**src/rtl/alu_pkg.sv**
```systemverilog
// rtl/alu_pkg.sv - opcode and FSM state definitions shared by the ALU arbiter
package alu_pkg;

    localparam logic [2:0] ALU_ADD = 3'd0;
    localparam logic [2:0] ALU_SUB = 3'd1;
    localparam logic [2:0] ALU_AND = 3'd2;
    localparam logic [2:0] ALU_OR  = 3'd3;
    localparam logic [2:0] ALU_XOR = 3'd4;
    localparam logic [2:0] ALU_NOT = 3'd5;
    localparam logic [2:0] ALU_SHL = 3'd6;
    localparam logic [2:0] ALU_SHR = 3'd7;

    typedef enum logic [1:0] {
        IDLE = 2'd0,
        EXEC = 2'd1,
        RESP = 2'd2
    } arb_state_t;

endpackage

```
**src/rtl/alu_arbiter_rr_arb2.sv**
```systemverilog
// rtl/alu_arbiter_rr_arb2.sv - 2-way round-robin grant from request vector and priority pointer
module rr_arb2 (
    input  logic [1:0] req_valid,
    input  logic       rr_ptr,
    output logic       grant,
    output logic       grant_valid
);

    // The pointed-to requester wins if present; otherwise fall back to the other one.
    assign grant       = req_valid[rr_ptr] ? rr_ptr : ~rr_ptr;
    assign grant_valid = |req_valid;

endmodule

```
**src/rtl/alu_arbiter.sv**
```systemverilog
// rtl/alu_arbiter.sv - shares one combinational ALU between two requesters with round-robin grant
module alu_arbiter
    import alu_pkg::*;
#(
    parameter int N    = 4,
    parameter int NREQ = 2
) (
    input  logic              clk,
    input  logic              rst_n,
    input  logic [NREQ-1:0]   req_valid,
    output logic [NREQ-1:0]   req_ready,
    input  logic [NREQ*N-1:0] req_a,
    input  logic [NREQ*N-1:0] req_b,
    input  logic [NREQ*3-1:0] req_sel,
    output logic [NREQ-1:0]   rsp_valid,
    input  logic [NREQ-1:0]   rsp_ready,
    output logic [N-1:0]      rsp_s,
    output logic              rsp_co,
    output logic [N-1:0]      alu_a,
    output logic [N-1:0]      alu_b,
    output logic [2:0]        alu_sel,
    input  logic [N-1:0]      alu_s,
    input  logic              alu_co,
    output logic              busy
);

    arb_state_t state, state_nxt;
    logic       rr_ptr;
    logic       owner;
    logic       grant;
    logic       grant_valid;
    logic       accept;
    logic       done;

    rr_arb2 u_rr_arb2 (
        .req_valid   (req_valid),
        .rr_ptr      (rr_ptr),
        .grant       (grant),
        .grant_valid (grant_valid)
    );

    always_ff @(posedge clk) begin
        if (!rst_n) begin
            state <= IDLE;
        end else begin
            state <= state_nxt;
        end
    end

    // req_ready is held low while in reset so nothing looks accepted on a discarded edge.
    always_comb begin
        state_nxt = state;
        req_ready = '0;
        accept    = 1'b0;
        done      = 1'b0;
        case (state)
            IDLE: begin
                if (rst_n && grant_valid) begin
                    req_ready[grant] = 1'b1;
                    accept           = 1'b1;
                    state_nxt        = EXEC;
                end
            end
            EXEC: state_nxt = RESP;
            RESP: begin
                if (rsp_ready[owner]) begin
                    done      = 1'b1;
                    state_nxt = IDLE;
                end
            end
            default: state_nxt = IDLE;
        endcase
    end

    always_ff @(posedge clk) begin
        if (!rst_n) begin
            rr_ptr    <= 1'b0;
            owner     <= 1'b0;
            alu_a     <= '0;
            alu_b     <= '0;
            alu_sel   <= '0;
            rsp_s     <= '0;
            rsp_co    <= 1'b0;
            rsp_valid <= '0;
        end else begin
            if (accept) begin
                owner   <= grant;
                alu_a   <= grant ? req_a[2*N-1:N] : req_a[N-1:0];
                alu_b   <= grant ? req_b[2*N-1:N] : req_b[N-1:0];
                alu_sel <= grant ? req_sel[5:3]   : req_sel[2:0];
            end
            if (state == EXEC) begin
                rsp_s     <= alu_s;
                rsp_co    <= alu_co;
                rsp_valid <= NREQ'(1) << owner;
            end
            if (done) begin
                rsp_valid <= '0;
                rr_ptr    <= ~owner;
            end
        end
    end

    assign busy = (state != IDLE);

endmodule

```
**config.mk**
```make
export PLATFORM = sky130hd
export DESIGN_NAME = alu_arbiter
export DESIGN_NICKNAME = d
export VERILOG_FILES = /design/src/rtl/alu_pkg.sv /design/src/rtl/alu_arbiter_rr_arb2.sv /design/src/rtl/alu_arbiter.sv
export SDC_FILE = /design/constraint.sdc
export NUM_CORES = 1
export LEC_CHECK = 0
export ABC_AREA = 1
export CORE_ASPECT_RATIO = 0.9
export CORE_MARGIN = 2
export CORE_UTILIZATION = 43
export DETAILED_ROUTE_END_ITERATION = 16
export GPL_TIMING_DRIVEN = 0
export PLACE_DENSITY_LB_ADDON = 0.25
export RECOVER_POWER = 25
export SETUP_SLACK_MARGIN = 0.15
export SKIP_LAST_GASP = 1
export SLEW_MARGIN = 20
export SYNTH_ARGS = -nofsm -noshare
export SYNTH_HDL_FRONTEND = slang
export SYNTH_SLANG_ARGS = --single-unit
```
**constraint.sdc**
```tcl
create_clock -name clk -period 2.4 [get_ports clk]
set_input_delay 0.24 -clock clk [delete_from_list [all_inputs] [get_ports clk]]
set_output_delay 0.24 -clock clk [all_outputs]
set_load 0.01 [all_outputs]
```
# Word level (Yosys, flattened, before mapping)
# Cells that the tools add are included.
# word_totals
input_bits,33
ff_bits,22
wordCells,47
out_inout_bits,21
# classes
reduce_logical,7
bitwise,3
muxes,19
n_lt_le_gt_ge,4
eq_ne,4
n_shift,1
# ops
cell,count
$mux W1,10
$mux W2,4
$mux W4,2
$lt A1 B2 Y1 const B,3
$pmux W2 S3,1
$ne A2 B2 Y1 const B,2
$reduce_or A2 Y1,2
$mux W3,1
$not A1 Y1,3
$eq A2 B1 Y1 const B,1
$eq A2 B2 Y1 const B,1
$logic_and A1 B1 Y1,2
$logic_not A2 Y1,1
$reduce_and A2 Y1,1
$reduce_bool A2 Y1,1
$shl A1 B1 Y2 const A,1
$demux W1 S1,1
$ge A1 B1 Y1 const B,1

# Logic depth before layout (Yosys ltp)
# logic_depth
depth_word,9
depth_mapped,7
ltp_nobuf,7

# Hierarchy
# From an unflattened synthesis, not the netlist that was laid out.
# unflattened
hier_cells,149
hier_area_um2,1098.6
# modules_own_cells
mod,instances,area_each_um2,cells_per_inst
alu_arbiter,1,1083.5,146
rr_arb2,1,15.0,3

# Worst setup path after synthesis
# No wires, ideal clock.
# synth_timing
path_kind,register to output
start,register state[1]
end,output port req_ready[1]
t_arrival_ps,831
n_path_buf,1
path_slack_ps,1329
path_stages_with_launch,5
t_required_ps,2160
cell_sequence,dfxtp_1 > nor2_4 > nand2_2 > buf_6 > nor2_1
# synth_via
elab_chain_cells,2
# synth_rtl
item,line,rtl
start: declaration,alu_arbiter.sv:27,"arb_state_t state, state_nxt;"
start signal: assignment,alu_arbiter.sv:46,state <= state_nxt;
$logic_not A2 Y1,alu_arbiter.sv:56,case (state)
$mux W2,alu_arbiter.sv:56,
end: declaration,alu_arbiter.sv:11,"output logic [NREQ-1:0] req_ready,"
# No other way between the ends.

# Worst setup path in the final report
# layout_timing
start,input port req_valid[0]
end,output port req_ready[1]
# layout_via
elab_chain_cells,9
# layout_rtl
item,line,rtl
start: declaration,alu_arbiter.sv:10,"input logic [NREQ-1:0] req_valid,"
$mux W1 (implied by the code) (2 in series),alu_arbiter_rr_arb2.sv:10,assign grant = req_valid[rr_ptr] ? rr_ptr : ~rr_ptr;
$mux W1,alu_arbiter_rr_arb2.sv:10,
$lt A1 B2 Y1 (implied by the code) or $ge A1 B1 Y1 (tied branches),alu_arbiter.sv:59,req_ready[grant] = 1'b1;
$logic_and A1 B1 Y1 (implied by the code),alu_arbiter.sv:59,
$mux W1 (implied by the code),alu_arbiter.sv:59,
$demux W1 S1,alu_arbiter.sv:59,
$mux W2 (*),alu_arbiter.sv:58,if (rst_n && grant_valid) begin
$mux W2 (*),alu_arbiter.sv:56,
# Mark *: on every way between the ends. The rest lies on a longest branch, timed or not. The select of a mux whose other input is x is not followed.

==> reports/metrics.yaml <==
run_status:
  run_status: "finished clean"
sta:
  tightest_slew_ns: 0.6927
  rsz0062_at_grt: "false"
  slew_headroom_pct: 53.82
  final_period_minus_worst_setup_slack_ns: 2.114
  final_max_slew_viol_count: 0
  achievable-frequency_mhz: 473.1
  setup-violations-final: 0
  timing.setup.tns_ns: 0
  final-hold-violation-count: 0
  clock_skew_ns: 0.005248
  min_period_over_period_pct: 88.07
finish:
  antenna_cells: 0
  final.fill_count: 216
  post-route-cell-area_sq_um: 1733
  area_growth_pct: 52.70
  finish.net_count: 256
  post_route_cells_drive_above_1_share_pct: 11.26
synth:
  number_of_synthesized_flops_with_an_enable_pin: 0
  post_synth_instance_area_sq_um: 1135
  synth_fp_nets: 198
  ys_seq_elements: 22
  synth.yosys.seq_area_share_pct: 38.81
  synth.largest_area_cell: "dfxtp_1"
  synth_area_leaders: "dfxtp_1, nand2_1, inv_1"
  syn_avg_cell_area_sq_um: 6.878
  post_synth_most_frequent_cells: "nand2_1, inv_1, dfxtp_1"
  synth.most_common_cell: "nand2_1"
  ys_types: 15
  synthCells: 165
  netlist.area_leader.share_pct: 38.81
  postSynth.topFlopCell: "dfxtp_1"
  number_of_warning_messages_in_the_yosys_log: 0
  async_set_or_reset_flop_fraction_in_the_synthesized_netlist_pct: 0
drt:
  number_of_iterations_in_the_first_detailed_routing_pass: 4
  detailedRoute.firstIterationViolations: 25
  final_antenna_net_count: 0
  detailroute.via_count: 1174
  post_drt_wl_per_cell_um: 11.14
  route.detailed.drc: 0
  post_drt_via_cell_ratio: 4.696
  wl_mm: 2.785
pwr:
  p_leak_nw: 0.8445
  power_density_nw_per_um2: 591.0
  power.ir.vdd_worst_uv: 356.8
clock_network:
  clock-sinks: 22
  clock_latency_ns: 0.32
  clock_tree_from_tritoncts: "done"
  postCtsSetupBuffers: 0
  htreeDepth: 1
  ctsRootBufferMaster: "clkbuf_4"
  holdBufCountCts: 0
  cts.path.max_buffers: 2
  ctsResizeCount: 0
  number_of_buffers_inserted_during_clock_tree_synthesis: 3
  clkTransAtPathRegs_ns: 0.12
setup_path:
  worst_setup_path_startpoint: "req_valid[0]"
  timing.rr.start: "state[1]"
  worst-path-max-fanout: 10
  critical_path.startpoint_type: "primary input"
  arrival_ns: 1.87
  reg2regPathDepth: 6
  cp-end-kind: "output pin"
  timing.reg2reg.setup_slack_ns: 0.93
  regToRegEndpoint: "alu_sel[1]"
  cp-endpoint: "req_ready[1]"
  criticalPathCategory: "primary input to output pin"
  cp_data_required_time_ns: 2.16
global_routing:
  grt_pass1_wl_mm: 4.526
  first_global_vias: 1113
  global_route.overflow_total: 0
  grt_start_max_net_pins: 14
  antenna_found_initial: 0
  grtUsageTotal_pct: 19.57
placement:
  place_congestion: 0.7144
  placement_stage_cell_area_sq_um: 1700
  dpl.hpwl_mm: 2.192
  place.port_buffers: 53
floorplan:
  start_util_pct: 45.60
  ports_placed_on_the_boundary: 54
  floorplan.die.height_um: 52.74
  die_area_sq_um: 3067
  core_region_area_sq_um: 2489
  fp-row-count: 17
  chipWidth_um: 58.15
min_path:
  type_of_the_tightest_min_delay_check: "register to register"
job:
  number_of_max_cap_violations: 0
-- cell usage in the layout, fill, tap and decap left out --
cell,netlist,layout
a21oi_1,1,1
nand2_1,45,47
nand2_2,5,3
o21ai_0,8,8
buf_2,1,1
bufinv_16,0,1
inv_2,2,1
nor2_1,19,20
clkbuf_4,0,3
nand3_1,14,14
nor2_4,3,2
clkbuf_1,0,1
buf_6,4,3
buf_4,1,1
inv_1,30,31
nand3_2,9,9
nor2_2,1,1
dfxtp_1,22,22
clkdlybuf4s50_1,0,53
-- sequential cells by signal, indices dropped and copies added (netlist names) --
signal and cells:
rr_ptr 1, owner 1, rsp_co 1, state 2, rsp_valid 2, alu_b 4
rsp_s 4, alu_sel 3, alu_a 4
-- cell type report --
class                   instances  area [sq um]  area share, %
repair buffers                 53         530.5          30.61
multi-input cells             105         504.2          29.10
plain buffers                   6         50.05          2.888
clock buffers                   3         22.52          1.300
inverters                      32         120.1          6.931
well taps                      28         35.03          2.022
flip-flops and latches         22         440.4          25.42
clock inverters                 1         30.03          1.733
-- critical path: stages --
cell             delay, ns
clkdlybuf4s50_1       0.51
nor2_1                0.10
nor2_2                0.08
nand2_1               0.14
buf_6                 0.18
nor2_1                0.08
clkdlybuf4s50_1       0.53
-- worst min-delay path by stage --
stage / from / to / depth (start not counted)
final: alu_sel[0] / alu_sel[0] / 2
after global routing: alu_a[0] / alu_a[0] / 2
after CTS: alu_sel[0] / alu_sel[0] / 2
after detailed placement: alu_sel[0] / alu_sel[0] / 2
after global placement: alu_b[2] / alu_b[2] / 2
after floorplan: rst_n / state[1] / 2
-- power breakdown --
| group | switching [mW] | internal (mW) |
|---|---|---|
| Sequential | 0.0231 | 0.408 |
| Combinational | 0.138 | 0.166 |
| Clock | 0.120 | 0.169 |
| Total | 0.281 | 0.743 |
-- per-stage QoR --
step / total power, mW / utilization (%) / hold slack (ns) / worst slack [ns] / instances
floorplan: 0.5869 / - / 0.3897 / 1.329 / 165
global placement: 0.7397 / 68.33 / 0.4544 / 0.3611 / 246
detailed placement: 0.7505 / 68.33 / 0.4584 / 0.3370 / 246
CTS: 1.036 / 70.44 / 0.4780 / 0.3372 / 250
global route: 1.078 / 69.63 / 0.5051 / 0.1815 / 250
finish: 1.024 / 69.63 / 0.4756 / 0.2863 / 250
-- cells by family (layout without fill, tap and decap cells) --
family | count (synthesis) | after routing | share of synthesized area, %
AO/OA/AOI/OAI | 9 | 9 | 3.969
AND/OR/NAND/NOR | 96 | 96 | 41.57
buffers and inverters | 38 | 95 | 15.66
flip-flops | 22 | 22 | 38.81
-- metal layers --
layer	vias to the layer above	global-route usage [%]	wire length (um)	part of all wire (%)
li1	610	-	-	-
met1	529	22.07	1170	42
met2	31	35.42	1454	52
met3	4	3.210	120	4.3
met4	0	10.08	40	1.4
met5	-	0	0	0
Note: power is estimated with default switching activity, not from simulation.
